==> src/rtl/seg7_scan_driver_pkg.sv <==
// Shared constants, types and the BCD-to-segment pattern table for the
// four-digit scanned 7-segment display driver.
package seg7_scan_driver_pkg;

  localparam logic [6:0] SEG_BLANK = 7'h7F;
  localparam logic [6:0] SEG_DASH  = 7'h3F;

  typedef logic [1:0] slot_t;

  typedef enum logic {
    BLINK_ON  = 1'b0,
    BLINK_OFF = 1'b1
  } blink_t;

  // Active-low {g,f,e,d,c,b,a} pattern; anything outside 0..9 shows a dash.
  function automatic logic [6:0] digit_pattern(input logic [3:0] bcd);
    logic [6:0] pat;
    case (bcd)
      4'd0:    pat = 7'h40;
      4'd1:    pat = 7'h79;
      4'd2:    pat = 7'h24;
      4'd3:    pat = 7'h30;
      4'd4:    pat = 7'h19;
      4'd5:    pat = 7'h12;
      4'd6:    pat = 7'h02;
      4'd7:    pat = 7'h78;
      4'd8:    pat = 7'h00;
      4'd9:    pat = 7'h10;
      default: pat = SEG_DASH;
    endcase
    return pat;
  endfunction

endpackage

==> src/rtl/seg7_scan_driver_if.sv <==
// Digit/control inputs and display outputs of the scan driver.
// master = counter side + display pins as seen by the producer, slave = driver.
interface seg7_scan_driver_if;
  logic [3:0] digit1;
  logic [3:0] digit2;
  logic [3:0] digit3;
  logic [3:0] digit4;
  logic       adj;
  logic       sel;
  logic       lz_blank;
  logic [6:0] seg;
  logic       dp;
  logic [3:0] an;

  modport master (
    output digit1, digit2, digit3, digit4, adj, sel, lz_blank,
    input  seg, dp, an
  );

  modport slave (
    input  digit1, digit2, digit3, digit4, adj, sel, lz_blank,
    output seg, dp, an
  );
endinterface

==> src/rtl/seg7_scan_driver_bcd_to_seg7.sv <==
// Combinational BCD to active-low 7-segment decoder; dash for codes above 9.
module bcd_to_seg7
  import seg7_scan_driver_pkg::*;
(
  input  logic [3:0] i_bcd,
  output logic [6:0] o_seg
);

  // Table lookup, no state.
  always_comb begin
    o_seg = digit_pattern(i_bcd);
  end

endmodule

==> src/rtl/seg7_scan_driver.sv <==
// Four-digit common-anode scan driver: snapshots the BCD digits once per scan,
// multiplexes them with a per-slot anode guard interval, optional leading-zero
// suppression and blinking of the selected digit pair in adjust mode.
module seg7_scan_driver
  import seg7_scan_driver_pkg::*;
#(
  parameter int SCAN_DIV  = 100000,
  parameter int GUARD     = 1000,
  parameter int BLINK_DIV = 25000000
) (
  input  logic               clk_used,
  input  logic               rst_n,
  seg7_scan_driver_if.slave  bus
);

  localparam int CW = (SCAN_DIV  > 1) ? $clog2(SCAN_DIV)  : 1;
  localparam int BW = (BLINK_DIV > 1) ? $clog2(BLINK_DIV) : 1;
  localparam logic [CW-1:0] CNT_LAST  = CW'(SCAN_DIV - 1);
  localparam logic [CW-1:0] GUARD_C   = CW'(GUARD);
  localparam logic [BW-1:0] BLNK_LAST = BW'(BLINK_DIV - 1);

  logic [CW-1:0] r_cnt;
  slot_t         r_slot;
  logic          r_first;
  logic [3:0]    r_snap [4];
  logic          r_sel_l;
  logic [BW-1:0] r_bcnt;
  blink_t        r_blink;
  logic [3:0]    r_an;
  logic [6:0]    r_seg;
  logic          r_dp;

  logic          w_wrap;
  logic          w_scan_end;
  logic          w_guard;
  logic [3:0]    w_digit;
  logic [6:0]    w_seg;
  logic          w_lz;
  logic          w_blink_blank;

  assign w_wrap     = (r_cnt == CNT_LAST);
  assign w_scan_end = w_wrap && (r_slot == 2'd3);
  assign w_guard    = (r_cnt < GUARD_C);
  assign w_digit    = r_snap[r_slot];

  bcd_to_seg7 u_dec (
    .i_bcd (w_digit),
    .o_seg (w_seg)
  );

  // Slot timer and slot index; index steps on each timer wrap.
  always_ff @(posedge clk_used or negedge rst_n) begin
    if (!rst_n) begin
      r_cnt  <= '0;
      r_slot <= '0;
    end else if (w_wrap) begin
      r_cnt  <= '0;
      r_slot <= r_slot + 2'd1;
    end else begin
      r_cnt  <= r_cnt + 1'b1;
    end
  end

  // Digit snapshot at scan start (and right after reset) so a scan never mixes
  // old and new digits; pair select is resampled only at slot boundaries.
  always_ff @(posedge clk_used or negedge rst_n) begin
    if (!rst_n) begin
      r_first <= 1'b1;
      r_sel_l <= 1'b0;
      for (int i = 0; i < 4; i++) r_snap[i] <= '0;
    end else begin
      r_first <= 1'b0;
      if (r_first || w_scan_end) begin
        r_snap[0] <= bus.digit1;
        r_snap[1] <= bus.digit2;
        r_snap[2] <= bus.digit3;
        r_snap[3] <= bus.digit4;
      end
      if (r_first || w_wrap) r_sel_l <= bus.sel;
    end
  end

  // Blink half-period timer; held cleared with phase ON outside adjust mode.
  always_ff @(posedge clk_used or negedge rst_n) begin
    if (!rst_n) begin
      r_bcnt  <= '0;
      r_blink <= BLINK_ON;
    end else if (!bus.adj) begin
      r_bcnt  <= '0;
      r_blink <= BLINK_ON;
    end else if (r_bcnt == BLNK_LAST) begin
      r_bcnt  <= '0;
      r_blink <= (r_blink == BLINK_ON) ? BLINK_OFF : BLINK_ON;
    end else begin
      r_bcnt  <= r_bcnt + 1'b1;
    end
  end

  // Leading-zero suppression; digit4 is never suppressed, invalid codes never are.
  always_comb begin
    w_lz = 1'b0;
    if (bus.lz_blank) begin
      case (r_slot)
        2'd0:    w_lz = (r_snap[0] == 4'd0);
        2'd1:    w_lz = (r_snap[0] == 4'd0) && (r_snap[1] == 4'd0);
        2'd2:    w_lz = (r_snap[0] == 4'd0) && (r_snap[1] == 4'd0) &&
                        (r_snap[2] == 4'd0);
        default: w_lz = 1'b0;
      endcase
    end
  end

  // Live adj gates the blank so dropping adjust mode reveals the pair at once.
  assign w_blink_blank = bus.adj && (r_blink == BLINK_OFF) && (r_sel_l == r_slot[1]);

  // Registered display outputs; guard interval keeps all anodes off.
  always_ff @(posedge clk_used or negedge rst_n) begin
    if (!rst_n) begin
      r_an  <= 4'b1111;
      r_seg <= SEG_BLANK;
      r_dp  <= 1'b1;
    end else if (w_guard) begin
      r_an  <= 4'b1111;
      r_seg <= SEG_BLANK;
      r_dp  <= 1'b1;
    end else begin
      r_an  <= ~(4'b1000 >> r_slot);
      r_seg <= (w_lz || w_blink_blank) ? SEG_BLANK : w_seg;
      r_dp  <= !((r_slot == 2'd1) && !w_blink_blank);
    end
  end

  assign bus.an  = r_an;
  assign bus.seg = r_seg;
  assign bus.dp  = r_dp;

endmodule

==> src/flat_wrapper.sv <==
// flat-port wrapper written by rule: the top's interface ports become plain ports
module seg7_scan_driver_flat import seg7_scan_driver_pkg::*;
#(
  parameter int SCAN_DIV  = 100000,
  parameter int GUARD     = 1000,
  parameter int BLINK_DIV = 25000000
)
  (clk_used, rst_n, bus_digit1, bus_digit2, bus_digit3, bus_digit4, bus_adj, bus_sel, bus_lz_blank, bus_seg, bus_dp, bus_an);
  seg7_scan_driver_if bus_i ();
  input  logic clk_used;
  input  logic rst_n;
  input wire logic [$bits(bus_i.digit1)-1:0] bus_digit1;
  input wire logic [$bits(bus_i.digit2)-1:0] bus_digit2;
  input wire logic [$bits(bus_i.digit3)-1:0] bus_digit3;
  input wire logic [$bits(bus_i.digit4)-1:0] bus_digit4;
  input wire logic [$bits(bus_i.adj)-1:0] bus_adj;
  input wire logic [$bits(bus_i.sel)-1:0] bus_sel;
  input wire logic [$bits(bus_i.lz_blank)-1:0] bus_lz_blank;
  output wire logic [$bits(bus_i.seg)-1:0] bus_seg;
  output wire logic [$bits(bus_i.dp)-1:0] bus_dp;
  output wire logic [$bits(bus_i.an)-1:0] bus_an;
  assign bus_i.digit1 = bus_digit1;
  assign bus_i.digit2 = bus_digit2;
  assign bus_i.digit3 = bus_digit3;
  assign bus_i.digit4 = bus_digit4;
  assign bus_i.adj = bus_adj;
  assign bus_i.sel = bus_sel;
  assign bus_i.lz_blank = bus_lz_blank;
  assign bus_seg = bus_i.seg;
  assign bus_dp = bus_i.dp;
  assign bus_an = bus_i.an;
  seg7_scan_driver #(.SCAN_DIV(SCAN_DIV), .GUARD(GUARD), .BLINK_DIV(BLINK_DIV)) u_core (.clk_used(clk_used), .rst_n(rst_n), .bus(bus_i));
endmodule
==> config.mk <==
export PLATFORM = sky130hd
export DESIGN_NAME = seg7_scan_driver_flat
export DESIGN_NICKNAME = d
export VERILOG_FILES = /design/src/rtl/seg7_scan_driver_pkg.sv /design/src/rtl/seg7_scan_driver_if.sv /design/src/rtl/seg7_scan_driver_bcd_to_seg7.sv /design/src/rtl/seg7_scan_driver.sv /design/src/flat_wrapper.sv
export SDC_FILE = /design/constraint.sdc
export NUM_CORES = 1
export LEC_CHECK = 0
export CORE_MARGIN = 8
export CORE_UTILIZATION = 52
export CTS_CLUSTER_DIAMETER = 50
export DETAILED_ROUTE_END_ITERATION = 8
export PLACE_DENSITY_LB_ADDON = 0.2
export SLEW_MARGIN = 10
export SYNTH_ARGS = -nofsm -noshare
export SYNTH_HDL_FRONTEND = slang
export SYNTH_SLANG_ARGS = --single-unit
==> constraint.sdc <==
create_clock -name clk_used -period 2.2 [get_ports clk_used]
set_input_delay 0.33 -clock clk_used [delete_from_list [all_inputs] [get_ports clk_used]]
set_output_delay 0.33 -clock clk_used [all_outputs]
set_load 0.03 [all_outputs]
# After elaboration in Yosys (flattened, before gate mapping)

Memories as Yosys holds them, arrays and structs flattened.
Cells that the tools add are included.

Register bits after elaboration: 75
Output and inout port bits: 12
Memories: 1
Input bits: 21
Logic and storage cells: 59
Bits in read-only memories: 112

Equal/unequal tests: 7
Muxes and demuxes: 15
Reductions and logical operators: 15
$add $sub $neg: 3
Shift-type cells: 1
Magnitude comparators: 2
Bitwise gates (word level): 2

Memories:

| memory          | words | width | read ports | clocked after Yosys merged registers in | wr ports | line                       | source |
|---|---|---|---|---|---|---|---|
| (no name shown) | 16    | 7     | 1          | 0                                       | 0        | seg7_scan_driver_pkg.sv:18 | `case (bcd)` |

Operators by type and width:

| cell                                                                   | count |
|---|---|
| 25-bit two-way mux                                                     | 2 |
| 25-bit by 1-bit adder with 25-bit output, second input constant        | 1 |
| 25-bit equality test, second input constant                            | 1 |
| 17-bit by 1-bit adder with 17-bit output, second input constant        | 1 |
| 17-bit equality test, second input constant                            | 1 |
| 17-bit by 10-bit < comparator with 1-bit output, second input constant | 1 |
| 17-bit two-way mux                                                     | 1 |
| 7-bit two-way mux                                                      | 2 |
| 4-bit zero test                                                        | 3 |
| 4-bit two-way mux                                                      | 3 |
| 4-bit binary-select mux with 2-bit select                              | 1 |
| 1-bit logical AND                                                      | 6 |
| 1-bit two-way mux                                                      | 5 |
| 2-bit equality test, second input constant                             | 2 |
| 4-bit inverter                                                         | 1 |
| 4-bit by 2-bit >> shifter with 4-bit output, first input constant      | 1 |
| 3-bit greater-or-equal comparator, second input constant               | 1 |
| 1-bit logical OR                                                       | 3 |
| 2-bit inverter with 3-bit output                                       | 1 |
| 1-bit one-hot mux with 3 select lines                                  | 1 |
| 2-bit by 1-bit adder with 2-bit output, second input constant          | 1 |
| 2-bit by 1-bit equality test with 1-bit output, second input constant  | 1 |
| 1-bit zero test                                                        | 2 |
| 2-bit zero test                                                        | 1 |
| other kinds (2)                                                        | 2 |

# Longest topological paths before layout

Gate-level depths: netlist of run 1.

Depth after elaboration: 8
Mapped depth: 8
Depth with buffers taken out: 7

# Hierarchy

A second synthesis of run 1 with hierarchy kept.

Cell total of the unflattened synthesis: 350
Area, all modules: 3774.9 sq um

Modules (own cells, without submodules):

| module           | area an instance (sq um) | sequential area each (sq um) | cells each | instances |
|---|---|---|---|---|
| seg7_scan_driver | 3534.6                   | 1893.1                       | 319        | 1 |
| bcd_to_seg7      | 240.2                    | 0.0                          | 31         | 1 |

# Worst setup path after synthesis of run 1

OpenSTA, ideal clock, no wires.

Kind: register to register
Start: register u_core.r_cnt[0]
End: register u_core.r_snap[0] (netlist bit)
Setup slack: 0.134 ns
Required time: 2.075 ns
Data arrival time: 1.941 ns
Path buffers: 1
Library setup time: 0.125 ns
Clock period less this slack: 2.066 ns
Stages on the path, launching flop included: 7
Path through: dfrtp_1 > ha_1 > nand4_1 > nor4_1 > a41oi_1 > buf_2 > mux2_2

Longest elaborated chain between the ends: 3

Ends and longest elaborated chain:

| element                | line                   | source |
|---|---|---|
| start, declared        | seg7_scan_driver.sv:22 | `logic [CW-1:0] r_cnt;` |
| start signal, assigned | seg7_scan_driver.sv:60 | `r_cnt <= r_cnt + 1'b1;` |
| 17-bit equality test   | seg7_scan_driver.sv:41 | `assign w_wrap = (r_cnt == CNT_LAST);` |
| 1-bit logical AND      | seg7_scan_driver.sv:42 | `assign w_scan_end = w_wrap && (r_slot == 2'd3);` |
| 1-bit logical OR       | seg7_scan_driver.sv:73 | `if (r_first \|\| w_scan_end) begin` |
| end, declared          | seg7_scan_driver.sv:25 | `logic [3:0] r_snap [4];` |

No other way between the ends.
A chain may end at the register's enable or synchronous reset.

# Worst setup path after layout of run 1

Start: register u_core.r_cnt[0]
End: register u_core.r_snap[8] (netlist bit)

Same word-level chain as after synthesis.

==> impl_metrics.py, run 1 <==
metrics = {
    "worst_setup_path": {
        "cp_max_fo": 16,
        "worst_ep_arrival_time_ps": 2220,
        "worstPathRequired_ps": 2440,
        "crit_path_end_kind": "flop",
        "critPathLaunchType": "flop",
        "path_class": "flop to flop",
    },
    "cells_and_area": {
        "fin_nets": 410,
        "drive_above_1_share_pct": 17.0,
        "area_growth_pct": 18.7,
        "diodes": 0,
    },
    "floorplanning": {
        "initial_core_util_pct": 54.0,
        "ios": 33,
        "core-area_um2": 6790,
        "die_h_um": 100,
        "row_count": 30,
        "die_w_um": 100,
        "die-area_um2": 10000,
    },
    "placed_design": {
        "port_buffers": 32,
        "place_congestion": 0.767,
        "place.detailed.hpwl_um": 5380,
        "preCtsSetupSlack_ps": 99.4,
    },
    "timing": {
        "setup_slack_ps": 216,
        "period_needed_ps": 1980,
        "slew_violations": 0,
        "max_freq_mhz": 504,
        "setup_viol": 0,
        "rsz0062_at_grt": "no",
        "tns_ps": 0,
        "timing.final.crit_share_pct": 90.2,
        "finClkSkew_ps": 10.7,
        "final_hold_viol_count": 0,
    },
    "routing": {
        "first_iter_violations": 77,
        "via_per_inst": 5.61,
        "avgRoutedWirePerCell_um": 15.6,
        "dr.pass1.iters": 4,
        "ant_nets": 0,
        "vias": 2680,
        "wirelength_um": 7440,
        "drc": 0,
    },
    "synthesis": {
        "synth_nets": 368,
        "synth_compound_area_share_pct": 7.85,
        "synth-simple-area-share_pct": 19.6,
        "synth-edff-count": 0,
        "avgSynthCellArea_um2": 10.9,
        "netlist_top_cells_area": "dfrtp_1, dfstp_2, mux2_2",
        "synthAdderAreaFrac_pct": 4.09,
        "ys_ff_latch": 75,
        "synth_top_area_cell": "dfrtp_1",
        "synth.distinct_cells": 43,
        "synthCells": 335,
        "synth_top_family_by_area": "simple AND/OR/NAND/NOR gates",
        "yosysWarnings": 0,
        "synthMuxAreaShare_pct": 7.68,
        "synth-xor-area-share_pct": 6.21,
        "synth_area_um2": 3670,
        "yosys.area.top_type_share_pct": 42.3,
        "synth_ff_type": "dfrtp_1",
        "synth-seq-area-share_pct": 51.6,
        "synthArstFlopShare_pct": 100,
    },
    "clocking": {
        "clk_pin_slew_ps": 80,
        "cts_buffer_depth": 2,
        "worst_skew_pair.late_latency_ps": 350,
        "clock-sinks": 75,
        "tritoncts": "yes",
        "h-tree-depth": 3,
        "cts_root_buffer": "clkbuf_8",
        "cts-buffers-inserted": 9,
    },
    "run_status": {
        "status": "finished clean",
    },
    "run": {
        "max_cap_violations": 0,
    },
    "worst_hold_path": {
        "hold_class": "primary input to asynchronous set/reset pin",
    },
    "pwr": {
        "powerDensity_nw_per_um2": 616,
        "ir_drop_mv": 0.431,
        "power_mw": 2.68,
        "power_leakage_nw": 1.79,
    },
    "global_routing": {
        "grt_pass1_wl_um": 13300,
        "antenna_found_initial": 0,
        "overflow": 0,
        "track_usage_pct": 16.5,
        "grt_max_degree": 33,
        "first_global_vias": 2806,
    },
}
cells in the final DEF, fill, tap and decap left out, drive strengths merged, types with 7 or more instances in the layout:
cell type      netlist  final
clkbuf               8     13
mux2                17     17
or4                 10     10
clkdlybuf4s50        0     31
a21oi               16     16
inv                 14     16
xnor2               11     11
dfstp               13     13
nand3               20     20
o31ai                8      8
buf                  4     11
nand4               15     15
nor2                24     24
and4                 7      7
o21ai               13     13
dfrtp               62     62
nor4                 7      7
nand2               20     20
ha                  12     12
xor2                15     15
or3                  8      8
power breakdown:
group	internal [mW]	switching (mW)	leakage, nW	total [mW]
Clock	0.540	0.503	0.105	1.04
Sequential	1.42	0.0286	0.947	1.45
Combinational	0.0991	0.0948	0.737	0.194
registers in the layout, summed over array words and instances (netlist names):
register,cells
u_core.r_sel_l,1
u_core.r_first,1
u_core.bus.seg,7
u_core.bus.dp,1
u_core.r_slot,2
u_core.r_snap,16
u_core.r_bcnt,25
u_core.r_blink,1
u_core.bus.an,4
u_core.r_cnt,17
layer usage:
metal	routed length, µm	part of all wire (%)	global-route usage [%]
met5	0	0	0
met1	3530	47	21.4
met2	3520	47	25.7
met4	169	2.3	9.07
met3	226	3.0	2.77
worst max-delay path, stage by stage, from the launching register on:
cell and delay, ps:
dfrtp_1 390, ha_1 240, nand4_1 180, nor4_1 370
a41oi_1 160, buf_4 230, mux2_2 300
cell usage after synthesis (all sizes together) (2+ instances only):
| master | number |
|---|---|
| dfrtp | 62 |
| and3 | 4 |
| nor2 | 24 |
| xnor2 | 11 |
| nand4 | 15 |
| ha | 12 |
| o21ai | 13 |
| o211ai | 2 |
| nand3 | 20 |
| a21oi | 16 |
| xor2 | 15 |
| o31ai | 8 |
| nor3 | 2 |
| mux4 | 4 |
| clkbuf | 8 |
| buf | 4 |
| dfstp | 13 |
| or4 | 10 |
| and4 | 7 |
| mux2 | 17 |
| and2 | 3 |
| nor4 | 7 |
| inv | 14 |
| or3 | 8 |
| nand2 | 20 |
| a211o | 2 |
| nor2b | 2 |
metrics by stage:
step	utilization [%]	hold slack [ps]	instances	area, µm²
floorplan	-	34.4	335	3670
finish	64.1	456	478	4350
CTS	63.9	458	477	4340
detailed placement	60.8	296	460	4130
global placement	60.8	293	460	4130
global route	64.1	463	478	4350
cell families after synthesis:
family,Yosys count
adder cells (fa/ha/maj),12
flip-flops,75
multiplexers,21
AND/OR/NAND/NOR,127
AO/OA/AOI/OAI,47
XOR/XNOR,26
buffers and inverters,26
other,1
what timing repair did:
action                     in CTS  in global routing
hold endpoints to repair       29                  0
setup endpoints to repair       0                  4
hold buffers                    1                  0
resized for setup               0                  1
setup buffers                   0                  1
path summary, 6_finish.rpt:
path / from / end / slack [ps] / cells after the start
min: rst_n / u_core.r_bcnt[3] / 460 / 2
max in group asynchronous: rst_n / u_core.bus.an[0] / 1110 / 3
min in group clk_used: u_core.r_bcnt[0] / u_core.r_bcnt[0] / 460 / 1
max reg2reg: u_core.r_cnt[0] / u_core.r_snap[8] / 220 / 6
min reg2reg: u_core.r_bcnt[0] / u_core.r_bcnt[0] / 460 / 1
max: u_core.r_cnt[0] / u_core.r_snap[8] / 220 / 6
final cells by class:
type | instances | area, µm²
Clock inverter | 3 | 17.5
Inverter | 14 | 52.6
Multi-Input combinational cell | 234 | 1670
Fill cell | 525 | 2440
Sequential cell | 75 | 1890
Clock buffer | 13 | 180
Tap cell | 96 | 120
Timing Repair Buffer | 43 | 415
(Power assumes the default switching activity.)
==> inputs of run 2 (changes only) <==
Settings changed: GPL_TIMING_DRIVEN set to 0.
==> impl_metrics.py, run 2 (synthesis results as in run 1) <==
metrics = {
    "worst_setup_path": {
        "r2r-end": "u_core.r_bcnt[22]",
        "slowest_stage": "or4_1",
        "worst_ep_arrival_time_ps": 2300,
        "cp_max_fo": 10,
        "rr_worst_depth": 6,
        "r2r_start": "u_core.r_bcnt[5]",
        "critPathLaunchType": "flop",
        "endpoint": "u_core.r_bcnt[22]",
        "crit_path_end_kind": "flop",
        "path_class": "flop to flop",
        "crit_start": "u_core.r_bcnt[5]",
        "cp_cell_sequence": "nand4_2, or4_1, buf_2, buf_4, or3_1, a21oi_1",
        "r2r_setup_slack_ps": 170,
        "worstPathRequired_ps": 2470,
        "cp_slowest_stage_delay_ps": 480,
    },
    "run": {
        "max_cap_violations": 0,
    },
    "floorplanning": {
        "ios": 33,
        "die_h_um": 100,
        "core-area_um2": 6790,
        "die_w_um": 100,
        "die-area_um2": 10000,
        "initial_core_util_pct": 54.0,
        "row_count": 30,
    },
    "routing": {
        "first_iter_violations": 149,
        "ant_nets": 0,
        "wirelength_um": 7380,
        "dr.pass1.iters": 4,
        "vias": 2659,
        "via_per_inst": 5.53,
        "drc": 0,
        "avgRoutedWirePerCell_um": 15.4,
    },
    "clocking": {
        "clock-sinks": 75,
        "tritoncts": "yes",
        "clk_pin_slew_ps": 80,
        "cts_root_buffer": "clkbuf_8",
        "h-tree-depth": 3,
        "worst_skew_pair.late_latency_ps": 340,
        "cts_buffer_depth": 2,
        "cts-buffers-inserted": 9,
    },
    "global_routing": {
        "track_usage_pct": 16.1,
        "antenna_found_initial": 0,
        "grt_max_degree": 47,
        "overflow": 0,
        "grt_pass1_wl_um": 12900,
        "first_global_vias": 2702,
    },
    "pwr": {
        "ir_drop_mv": 0.417,
        "power_leakage_nw": 1.79,
        "powerDensity_nw_per_um2": 617,
        "power_mw": 2.71,
        "cellInternalPower_mw": 2.07,
        "p_clk_share_pct": 39.5,
        "power.net_switching_uw": 640,
        "pwr-share-seq_pct": 53.3,
        "p_sw_share_pct": 23.6,
        "p_comb_share_pct": 7.2,
    },
    "cells_and_area": {
        "area_growth_pct": 19.8,
        "fin_nets": 413,
        "final_cell_mix": "dfrtp_1, clkdlybuf4s50_1, nor2_1, nand3_1, nand2_1",
        "final_common_cell": "dfrtp_1",
        "top_regs": "u_core.r_bcnt: 25 flops, u_core.r_cnt: 17 flops, u_core.r_snap: 16 flops",
        "utilization_pct": 64.6,
        "top_register": "u_core.r_bcnt",
        "drive_above_1_share_pct": 17.9,
        "fin_area_um2": 4390,
        "largest_reg_flops": 25,
        "num-fill-cells": 531,
        "diodes": 0,
    },
    "timing": {
        "slew_violations": 0,
        "slew_headroom_pct": 65.8,
        "timing.final.crit_share_pct": 92.3,
        "worst_pin_slew_ps": 510,
        "max_freq_mhz": 493,
        "rsz0062_at_grt": "no",
        "period_needed_ps": 2030,
        "tns_ps": 0,
        "final_hold_viol_count": 0,
        "finClkSkew_ps": 9.31,
        "setup_viol": 0,
    },
    "placed_design": {
        "port_buffers": 32,
        "placed_area_um2": 4130,
        "place.detailed.hpwl_um": 5330,
        "place_congestion": 0.799,
    },
    "worst_hold_path": {
        "hold_class": "primary input to asynchronous set/reset pin",
    },
    "run_status": {
        "status": "finished clean",
    },
}
## run 2: metrics by stage
stage	setup slack [ps]	cells	hold slack, ps
floorplan	134	335	34.4
global placement	-1730	463	437
detailed placement	-239	464	286
CTS	54.9	481	448
global route	17.2	481	477
finish	170	481	449
## run 2: worst max-delay path, delay by kind of cell, from the launching register on
| family | cells | cell delay [ps] |
|---|---|---|
| buf+inv | 2 | 340 |
| flops | 1 | 470 |
| compound gates | 1 | 150 |
| simple gates | 3 | 1000 |
## run 2: cell type report
type / instances / area (µm²) / share of cell area [%]
Clock inverter: 4 / 26.3 / 0.598
Clock buffer: 12 / 178 / 4.05
Inverter: 14 / 52.6 / 1.20
Tap cell: 96 / 120 / 2.74
Timing Repair Buffer: 35 / 363 / 8.26
Multi-Input combinational cell: 234 / 1700 / 38.8
Sequential cell: 75 / 1890 / 43.1
Buffer: 11 / 53.8 / 1.23
## run 2: timing repair
item	4_1_cts	5_1_grt
endpoints found under the hold margin	18	0
hold buffers	1	0
setup endpoints to repair	39	29
gates resized for setup	5	7
pin swaps	1	0
buffers inserted	1	0
## run 2: worst min-delay path by stage
stage	endpoint	slack (ps)	depth (start not counted)
CTS	u_core.r_bcnt[19]	450	2
floorplan	u_core.r_bcnt[0]	30	0
global route	u_core.r_bcnt[17]	480	2
detailed placement	u_core.r_bcnt[19]	290	1
global placement	u_core.r_bcnt[0]	440	1
finish	u_core.r_bcnt[17]	450	2
## run 2: power by group through the flow
stage | Clock [mW] | Combinational [mW] | Sequential [mW]
final | 1.07 | 0.194 | 1.44
after global routing | 1.17 | 0.217 | 1.45
after CTS | 1.09 | 0.196 | 1.44
after detailed placement | 0 | 0.191 | 1.47
after global placement | 0 | 0.181 | 1.47
after floorplan | 0 | 0.102 | 1.46
## run 2: routing by layer
layer / up-vias / share of wire (%) / global-route usage [%]
li1: 1299 / - / -
met1: 1308 / 49 / 21.4
met2: 43 / 47 / 24.7
met3: 9 / 2.8 / 3.32
met4: 0 / 1.6 / 7.33
met5: - / 0 / 0
==> inputs of run 3 (changes only) <==
Settings changed: CORE_ASPECT_RATIO set to 0.7.
==> impl_metrics.py, run 3 (synthesis results as in run 1) <==
metrics = {
    "timing": {
        "worst_pin_slew_ps": 610,
        "period_needed_ps": 2150,
        "holdWs_ps": 377,
        "slew_headroom_pct": 59.2,
        "max_freq_mhz": 465,
        "tns_ps": 0,
        "timing.final.crit_share_pct": 97.7,
        "finClkSkew_ps": 10.7,
        "final_hold_viol_count": 0,
        "rsz0062_at_grt": "yes",
        "slew_violations": 0,
        "setup_viol": 0,
    },
    "floorplanning": {
        "ios": 33,
        "die_h_um": 86.3,
        "initial_core_util_pct": 54.0,
        "core-area_um2": 6790,
        "die_w_um": 116,
        "die-area_um2": 10000,
        "row_count": 25,
    },
    "pwr": {
        "powerDensity_nw_per_um2": 625,
        "ir_drop_mv": 0.335,
        "power_leakage_nw": 1.78,
        "p_clk_share_pct": 39.7,
        "p_comb_share_pct": 7.3,
        "power.net_switching_uw": 657,
        "pwr-share-seq_pct": 53.0,
        "cellInternalPower_mw": 2.08,
        "p_sw_share_pct": 24.0,
    },
    "global_routing": {
        "grt_max_degree": 61,
        "track_usage_pct": 17.1,
        "overflow": 0,
        "grt_pass1_wl_um": 13400,
        "first_global_vias": 2656,
        "antenna_found_initial": 0,
    },
    "cells_and_area": {
        "multi_input_area_um2": 1690,
        "fin_cells": 479,
        "final_common_cell": "dfrtp_1",
        "top_regs": "u_core.r_bcnt: 25 flops, u_core.r_cnt: 17 flops, u_core.r_snap: 16 flops",
        "utilization_pct": 64.4,
        "top_register": "u_core.r_bcnt",
        "register_area_um2": 1890,
        "area_growth_pct": 19.3,
        "final_cell_mix": "dfrtp_1, clkdlybuf4s50_1, nor2_1, nand3_1, nand2_1",
        "fin_area_um2": 4370,
        "diodes": 0,
        "largest_reg_flops": 25,
        "drive_above_1_share_pct": 17.7,
        "fin_nets": 413,
        "num-fill-cells": 557,
    },
    "routing": {
        "wirelength_um": 7850,
        "ant_nets": 0,
        "vias": 2710,
        "via_per_inst": 5.66,
        "first_iter_violations": 152,
        "avgRoutedWirePerCell_um": 16.4,
        "dr.pass1.iters": 4,
        "drc": 0,
    },
    "worst_setup_path": {
        "worst_ep_arrival_time_ps": 2390,
        "cp_max_fo": 10,
        "r2r_start": "u_core.r_cnt[11]",
        "crit_start": "u_core.r_cnt[11]",
        "critPathLaunchType": "flop",
        "worstPathRequired_ps": 2440,
        "crit_path_end_kind": "flop",
        "path_class": "flop to flop",
    },
    "clocking": {
        "cts-buffers-inserted": 9,
        "worst_skew_pair.late_latency_ps": 360,
        "cts_root_buffer": "clkbuf_8",
        "h-tree-depth": 3,
        "tritoncts": "yes",
        "cts_buffer_depth": 2,
        "clock-sinks": 75,
        "clk_pin_slew_ps": 80,
    },
    "placed_design": {
        "place_inst": 462,
        "place_congestion": 0.865,
        "place.detailed.hpwl_um": 5850,
        "placed_area_um2": 4130,
        "port_buffers": 32,
    },
    "worst_hold_path": {
        "hold_class": "primary input to asynchronous set/reset pin",
    },
    "run": {
        "max_cap_violations": 0,
    },
    "run_status": {
        "status": "finished clean",
    },
}
==> run 3: changes by cell type in the layout (fill, tap and decap cells not counted), moves of 2 or more <==
cell and delta:
inv_4 -2, clkinv_4 +2, clkinvlp_4 +2, clkbuf_16 -2
==> run 3: area by class of cell <==
| type | count | share of cell area [%] |
|---|---|---|
| multi-input combinational | 234 | 38.6 |
| inverter | 14 | 1.20 |
| sequential | 75 | 43.3 |
| clock buffer | 11 | 3.23 |
| tap | 94 | 2.69 |
| timing repair buffer | 35 | 8.30 |
| clock inverter | 5 | 1.43 |
| buffer | 11 | 1.26 |
==> run 3: repair_timing <==
| item | CTS | global route |
|---|---|---|
| hold buffers | 1 | 0 |
| endpoints found under the hold margin | 15 | 0 |
| setup endpoints to repair | 40 | 39 |
| setup buffers | 1 | 0 |
| pin swaps | 1 | 0 |
| resized for setup | 7 | 5 |
==> run 3: worst max-delay path, stage by stage, from the launching register on <==
cell and delay (ps):
dfrtp_1 420, or4_1 600, nor4_2 550, clkbuf_2 350
o21ai_0 120
==> run 3: routing by layer <==
| layer | GRT usage, % | up-vias | wire (µm) |
|---|---|---|---|
| met1 | 25.4 | 1319 | 4150 |
| li1 | - | 1298 | - |
| met2 | 22.4 | 83 | 3070 |
| met5 | 0 | - | 0 |
| met3 | 5.62 | 10 | 543 |
| met4 | 5.28 | 0 | 85 |
==> run 3: final timing paths <==
check | end | slack [ps] | cells after the start
min reg2reg | u_core.r_bcnt[0] | 450 | 1
min | u_core.r_bcnt[10] | 380 | 2
max | u_core.r_slot[1] | 50 | 4
min in group clk_used | u_core.r_bcnt[0] | 450 | 1
max reg2reg | u_core.r_slot[1] | 50 | 4
max in group asynchronous | u_core.bus.an[3] | 1220 | 3
==> run 3: power by group through the flow <==
stage / clock network [mW] / logic (mW) / registers, mW
after floorplan: 0 / 0.102 / 1.46
after global placement: 0 / 0.183 / 1.47
after detailed placement: 0 / 0.195 / 1.47
after CTS: 1.12 / 0.201 / 1.45
after global routing: 1.16 / 0.223 / 1.45
final: 1.09 / 0.199 / 1.45
==> run 3: per-stage QoR <==
stage | power (mW) | setup slack (ps)
finish | 2.73 | 51.1
global route | 2.84 | -80.2
CTS | 2.77 | 16.0
detailed placement | 1.67 | -265
global placement | 1.65 | -1760
floorplan | 1.56 | 134
